File: config.mk
export PLATFORM = sky130hd
export DESIGN_NAME = led_pattern_ctrl
export DESIGN_NICKNAME = d
export VERILOG_FILES = /design/src/rtl/led_ctrl_pkg.sv /design/src/rtl/tick_prescaler.sv /design/src/rtl/led_pattern_ctrl.sv
export SDC_FILE = /design/constraint.sdc
export NUM_CORES = 1
export LEC_CHECK = 0
export CORE_UTILIZATION = 50
export DETAILED_ROUTE_END_ITERATION = 12
export PLACE_DENSITY_LB_ADDON = 0.2
export SLEW_MARGIN = 20
export SYNTH_ARGS = -nofsm -noshare
export SYNTH_HDL_FRONTEND = slang
export SYNTH_SLANG_ARGS = --single-unit
export TNS_END_PERCENT = 5
File: constraint.sdc
create_clock -name clock -period 3.5 [get_ports clock]
set_input_delay 0.875 -clock clock [delete_from_list [all_inputs] [get_ports clock]]
set_output_delay 0.875 -clock clock [all_outputs]
set_load 0.01 [all_outputs]
File: src/rtl/led_ctrl_pkg.sv
// ============================================================================
// Module      : led_ctrl_pkg
// Description : Shared types and helpers for the LED pattern controller.
// Revision    : 1.0 - initial release
// ============================================================================
`default_nettype none

package led_ctrl_pkg;

    typedef enum logic [1:0] {
        MODE_SL = 2'b00,
        MODE_SR = 2'b01,
        MODE_PP = 2'b10,
        MODE_FL = 2'b11
    } mode_e;

    typedef enum logic {
        DIR_LEFT  = 1'b0,
        DIR_RIGHT = 1'b1
    } dir_e;

    // Terminal count for speed k: 2**(nb_counter-10-k)-1
    function automatic int unsigned speed_limit(input logic [1:0] k, input int nb_counter);
        return (32'd1 << (nb_counter - 10 - int'(k))) - 32'd1;
    endfunction

    // Seed bit idx of the pattern loaded on entry to a mode
    function automatic logic seed_bit(input mode_e mode, input int idx);
        if (mode == MODE_FL) begin
            return (idx % 2) == 0;
        end
        return idx == 0;
    endfunction

endpackage

`default_nettype wire

File: src/rtl/tick_prescaler.sv
// ============================================================================
// Module      : tick_prescaler
// Description : Free-running prescaler producing a speed-selectable shift tick.
// Revision    : 1.0 - initial release
// ============================================================================
`default_nettype none

module tick_prescaler
    import led_ctrl_pkg::*;
#(
    parameter int NB_COUNTER = 16
) (
    input  logic       clock,
    input  logic       i_reset,
    input  logic       i_enable,
    input  logic [1:0] i_speed,
    output logic       o_tick
);

    logic [NB_COUNTER-1:0] count_q;
    logic [NB_COUNTER-1:0] count_d;
    logic [NB_COUNTER-1:0] w_limit;
    logic                  w_tick;

    // >= rather than == so a speed change below the current count fires at once
    always_comb begin
        w_limit = NB_COUNTER'(speed_limit(i_speed, NB_COUNTER));
        w_tick  = i_enable && (count_q >= w_limit);
        count_d = count_q;
        if (i_enable) begin
            count_d = w_tick ? '0 : count_q + NB_COUNTER'(1);
        end
    end

    always_ff @(posedge clock or negedge i_reset) begin
        if (!i_reset) begin
            count_q <= '0;
        end else begin
            count_q <= count_d;
        end
    end

    assign o_tick = w_tick;

endmodule

`default_nettype wire

File: src/rtl/led_pattern_ctrl.sv
// ============================================================================
// Module      : led_pattern_ctrl
// Description : LED pattern scheduler: mode FSM, button sync and pattern register.
// Revision    : 1.0 - initial release
// ============================================================================
`default_nettype none

module led_pattern_ctrl
    import led_ctrl_pkg::*;
#(
    parameter int NB_LEDS    = 4,
    parameter int NB_COUNTER = 16
) (
    input  logic               clock,
    input  logic               i_reset,
    input  logic               i_enable,
    input  logic [1:0]         i_speed,
    input  logic               i_color,
    input  logic               i_mode_btn,
    output logic [NB_LEDS-1:0] o_led,
    output logic [NB_LEDS-1:0] o_led_b,
    output logic [NB_LEDS-1:0] o_led_g,
    output logic [1:0]         o_mode,
    output logic               o_tick
);

    logic w_tick;

    tick_prescaler #(
        .NB_COUNTER (NB_COUNTER)
    ) u_prescaler (
        .clock    (clock),
        .i_reset  (i_reset),
        .i_enable (i_enable),
        .i_speed  (i_speed),
        .o_tick   (w_tick)
    );

    logic btn_meta_q;
    logic btn_sync_q;
    logic btn_prev_q;
    logic w_req;

    always_ff @(posedge clock or negedge i_reset) begin
        if (!i_reset) begin
            btn_meta_q <= 1'b0;
            btn_sync_q <= 1'b0;
            btn_prev_q <= 1'b0;
        end else begin
            btn_meta_q <= i_mode_btn;
            btn_sync_q <= btn_meta_q;
            btn_prev_q <= btn_sync_q;
        end
    end

    assign w_req = btn_sync_q & ~btn_prev_q;

    mode_e              mode_q, mode_d, w_next_mode;
    dir_e               dir_q, dir_d;
    logic               pending_q, pending_d;
    logic [NB_LEDS-1:0] led_q, led_d, w_seed;

    always_comb begin
        w_next_mode = mode_e'(mode_q + 2'd1);
        for (int i = 0; i < NB_LEDS; i++) begin
            w_seed[i] = seed_bit(w_next_mode, i);
        end
    end

    always_comb begin
        mode_d    = mode_q;
        dir_d     = dir_q;
        led_d     = led_q;
        pending_d = pending_q;

        // A request arriving while one is already pending is dropped
        if (w_tick && pending_q) begin
            pending_d = 1'b0;
        end else if (w_req) begin
            pending_d = 1'b1;
        end

        if (w_tick) begin
            if (pending_q) begin
                mode_d = w_next_mode;
                led_d  = w_seed;
                dir_d  = DIR_LEFT;
            end else begin
                unique case (mode_q)
                    MODE_SL: led_d = {led_q[NB_LEDS-2:0], led_q[NB_LEDS-1]};
                    MODE_SR: led_d = {led_q[0], led_q[NB_LEDS-1:1]};
                    MODE_PP: begin
                        if (dir_q == DIR_LEFT && led_q[NB_LEDS-1]) begin
                            dir_d = DIR_RIGHT;
                            led_d = led_q >> 1;
                        end else if (dir_q == DIR_RIGHT && led_q[0]) begin
                            dir_d = DIR_LEFT;
                            led_d = led_q << 1;
                        end else if (dir_q == DIR_LEFT) begin
                            led_d = led_q << 1;
                        end else begin
                            led_d = led_q >> 1;
                        end
                    end
                    MODE_FL: led_d = ~led_q;
                    default: led_d = led_q;
                endcase
            end
        end
    end

    always_ff @(posedge clock or negedge i_reset) begin
        if (!i_reset) begin
            mode_q    <= MODE_SL;
            dir_q     <= DIR_LEFT;
            pending_q <= 1'b0;
            led_q     <= NB_LEDS'(1);
        end else begin
            mode_q    <= mode_d;
            dir_q     <= dir_d;
            pending_q <= pending_d;
            led_q     <= led_d;
        end
    end

    assign o_led   = led_q;
    assign o_led_b = i_color ? '0 : led_q;
    assign o_led_g = i_color ? led_q : '0;
    assign o_mode  = mode_q;
    assign o_tick  = w_tick;

endmodule

`default_nettype wire

# Word-level counts from Yosys, hierarchy flattened
# Cells that the tools add are included.
totals:
  wordCells: 52
  reg_bits: 27
  input_bits: 7
  out_inout_bits: 15
classes:
  mux: 20
  reduce_logical: 10
  eq_ne: 4
  add_sub_neg: 4
  bitwise_logic: 4
  magnitude_cmp: 1
  shift: 1
ops:
  columns: ["cell", "count"]
  rows:
  - ["left shift 1 x 32 -> 16 bit (first input constant)", 1]
  - ["two-way mux 4 bit", 6]
  - ["adder 16 x 1 -> 16 bit (second input constant)", 1]
  - [">= comparator 16 bit", 1]
  - ["two-way mux 16 bit", 1]
  - ["case mux 4 bit (4 select lines)", 1]
  - ["subtractor 16 x 1 -> 16 bit (second input constant)", 1]
  - ["two-way mux 1 bit", 12]
  - ["equality test 2 bit (second input constant)", 3]
  - ["logical AND 1 bit", 4]
  - ["NOT 4 bit", 1]
  - ["nonzero test 2 bit", 2]
  - ["subtractor 3 x 2 -> 4 bit (first input constant)", 1]
  - ["AND reduction 3 bit", 1]
  - ["nonzero test 3 bit", 1]
  - ["adder 2 x 1 -> 2 bit (second input constant)", 1]
  - ["equality test 2 x 1 -> 1 bit (second input constant)", 1]
  - ["logical NOT 2 bit", 1]
  - ["NOT 1 bit", 2]
  - ["AND reduction 2 bit", 1]
  - ["AND 1 bit", 1]

# Longest topological paths before layout
depth:
  word_depth: 7
  mapped_depth: 8
  ltp_nobuf: 8

# Cells and area by module
# Synthesis repeated with hierarchy kept, for this count alone.
hier_totals:
  cells_unflattened: 182
  hier_area_um2: 1682.9
by_module_without_submodules:
  columns: ["mod", "instances", "seq_area_each_um2", "area_per_inst_um2", "cells_per_inst"]
  rows:
  - ["tick_prescaler", 1, 400.4, 1018.5, 110]
  - ["led_pattern_ctrl", 1, 276.5, 664.4, 72]

# Worst setup path before layout
# Ideal clock, no wire load.
synth_path:
  kind: "input to output"
  from: "input i_speed[0]"
  to: "output o_tick"
  t_arrival_ns: 2.299
  required_time_ns: 2.625
  path_stages: 7
  slack_ns: 0.326
  path_cell_list: "or2_2 ha_1 nor4_1 nand4_2 o21ai_2 inv_2 buf_2"
synth_between:
  elab_chain_len: 5
synth_lines:
  columns: ["element", "line_no", "rtl"]
  rows:
  - ["start: declaration", "led_pattern_ctrl.sv:17", "input logic [1:0] i_speed,"]
  - ["subtractor 3 x 2 -> 4 bit", "led_ctrl_pkg.sv:24", "return (32'd1 << (nb_counter - 10 - int'(k))) - 32'd1;"]
  - ["left shift 1 x 32 -> 16 bit", "led_ctrl_pkg.sv:24", null]
  - ["subtractor 16 x 1 -> 16 bit", "led_ctrl_pkg.sv:24", null]
  - [">= comparator 16 bit", "tick_prescaler.sv:28", "w_tick = i_enable && (count_q >= w_limit);"]
  - ["logical AND 1 bit", "tick_prescaler.sv:28", null]
  - ["end: declaration", "led_pattern_ctrl.sv:24", "output logic o_tick"]
# No other way between the ends.

# Worst setup path after layout
# Ends and elaborated chain as after synthesis.

==> results.md <==
- # setup viols final: 0
- Initial DRT Pass Iterations: 11
- Pleak: 0.861 nW
- Cells after Synth: 170
- Hold Slack: between 300 and 400 ps
- Largest net degree at the start of global routing: 28
- Fin Setup TNS: 0 ps
- VDD IR max: about 0.32 mV
- Failing checks: DRC
- ANT cells: 0
- WHS Path Cells: 0
- DR vias: 1,337
- Ys Warns: 0
- Clk buf depth: 2
- Ports: 22
- CP arrival: approximately 2500 ps
- Worst-path clk slew: approximately 140 ps
- Fin crit share: just under 100%
- Post-route setup slack: 89.0 ps
- Die Y: ~58 µm
- Netlist cell types: 43
- Clock Latency Late Sink: 340 ps
- Top FF cell, synth: dfrtp_1
- Row cnt: 19
- Final non-filler cell total: 230
- # DRC: 2
- Placed cell count: between 200 and 250
- Die width: roughly 58 µm
- First-pass GRT wire length: between 5 and 6 mm
- Clock Sinks: 27
- Design area: roughly 1900 µm²
- CP endpoint kind: output pin
- Aggregate global-route resource usage: ~22%
- Post-DP HPWL: 2.45 mm
- Final Max Slew Viols: 0
- WL/cell: roughly 14 µm
- Initial antenna violation count: 0
- Pre-CTS setup slack: -421 ps
- Commonest non-fill, non-tap cell in the layout: dfrtp_1
- Detailed Route Iter0 Violations: between 70 and 80
- CTS tree: yes
- Power Density: between 600 and 700 nW/µm²
- Die Area: about 3300 µm²
- Htree depth: 1
- Initial Utilization: between 50% and 60%
- WS Path Type: primary input to output pin
- Most frequent cells in the layout: 26 x dfrtp_1, 20 x nand2_1, 20 x clkdlybuf4s50_1
- Worst path required time: approximately 2600 ps
- Ys async rst share: between 90% and 100%
- RSZ-0062 raised after global routing: no
- Hold Crit Class: register to register
- F_max: approximately 290 MHz
- Worst Path Max Fanout: 2
- WL final: around 3.3 mm
- Worst R2R Path Depth: 8
- CTS Buf Count: 3
- Fillers: between 200 and 250
- Status: complete, but fails checks
- Nets@finish: 217
- Final Power: approximately 1.2 mW
- Tmin final: approximately 3400 ps
- Net Count, Synth: 187
- Sequential element share of the synthesized area: between 40% and 50%
- Post-synth EDFFs: 0
- Vias per cell: between 5 and 6
- IO Port Bufs: 21
- Placed Area: roughly 1800 µm²
- Max Cap Viol: 0
- Vias in the first global route: ~1,300
- Layout Skew: between 6 and 7 ps
- Syn Area/Cell: around 9 µm²
- CTS Hold Bufs: 0
- Post-Route Utilization: around 67%
- Layout area overhead: 21.8%
- Final Hold Viols: 0
- Clk Tree Root Cell: clkbuf_4
- Synth Register Bits: 27
- Setup crit start kind: primary input
- Core area: around 2900 µm²
- Mapped cell area: between 1500 and 2000 µm²
- RD Place Congestion: 0.810
- Total congestion overflow: 0
- Layout cells sized above 1: 14.1%
- Routed Antenna Nets: 0
==> path summary, 6_finish.rpt <==
path                                         from                      to  slack [ps]
max                                    i_speed[0]                  o_tick          90
min                                    btn_meta_q              btn_sync_q         380
max reg2reg                u_prescaler.count_q[5]               o_mode[1]        1420
min reg2reg                            btn_meta_q              btn_sync_q         380
max in group asynchronous                 i_reset                o_led[0]        2310
min in group asynchronous                 i_reset  u_prescaler.count_q[1]         880
==> layer usage <==
layer / wire (µm) / share of wire, % / global-route usage (%)
met5: 0 / 0 / 0
met4: 92 / 2.8 / 12.6
met3: 112 / 3.4 / 2.46
met2: 1650 / 50 / 39.4
met1: 1430 / 44 / 26.9
==> worst max-delay path, cell delays in order <==
cell and delay [ps]:
clkdlybuf4s50_1 420, or2_4 270, ha_4 160, nor4_4 270, nand4_2 150, o21ai_2 200
inv_2 60, clkbuf_2 120
==> cell type report <==
cell class | count | area [µm²] | area share (%)
Sequential cell | 27 | 677 | 35.6
Timing Repair Buffer | 31 | 280 | 14.8
Clock inverter | 1 | 7.51 | 0.395
Inverter | 6 | 22.5 | 1.19
Tap cell | 31 | 38.8 | 2.04
Clock buffer | 3 | 22.5 | 1.19
Multi-Input combinational cell | 131 | 851 | 44.8
==> registers in the layout, summed over array words and instances (netlist names) <==
signal	flops
o_led	4
dir_q	1
btn_prev_q	1
pending_q	1
o_mode	2
btn_sync_q	1
btn_meta_q	1
u_prescaler.count_q	16
==> cells by family (layout without fill, tap and decap cells) <==
family,count (synthesis),after routing,share of synthesized area (%)
AO/OA/AOI/OAI,37,37,15.2
XOR/XNOR,6,6,3.37
adder cells (fa/ha/maj),10,10,8.03
buffers and inverters,12,41,4.17
flip-flops,27,27,43.4
multiplexers,1,1,0.722
other,1,1,0.241
AND/OR/NAND/NOR,76,76,24.9
==> Yosys cell counts (all sizes together) (3+ instances only) <==
cell type | number | share of area, %
a21oi | 8 | 2.6
a31oi | 5 | 2.0
and2 | 5 | 2.0
and3 | 4 | 1.6
buf | 4 | 2.2
dfrtp | 26 | 42
ha | 10 | 8.0
inv | 6 | 1.4
nand2 | 21 | 5.2
nand3 | 5 | 1.6
nand4 | 3 | 1.6
nor2 | 17 | 4.1
nor2b | 8 | 3.2
nor3 | 5 | 1.6
nor4 | 3 | 1.6
o21ai | 11 | 3.8
o31ai | 4 | 2.2
xor2 | 4 | 2.2
==> where the power goes <==
group          internal [mW]  switching (mW)  leakage [nW]  total, mW
Combinational          0.271           0.259         0.497      0.530
Sequential             0.383           0.116         0.350      0.499
Clock                 0.0439          0.0959        0.0139      0.140
==> timing repair <==
| action | 4_1_cts | 5_1_grt |
|---|---|---|
| setup buffers | 2 | 1 |
| gates resized for setup | 3 | 6 |
| pin swaps | 3 | 3 |
| setup endpoints to repair | 1 | 1 |
(Power assumes the default switching activity.)
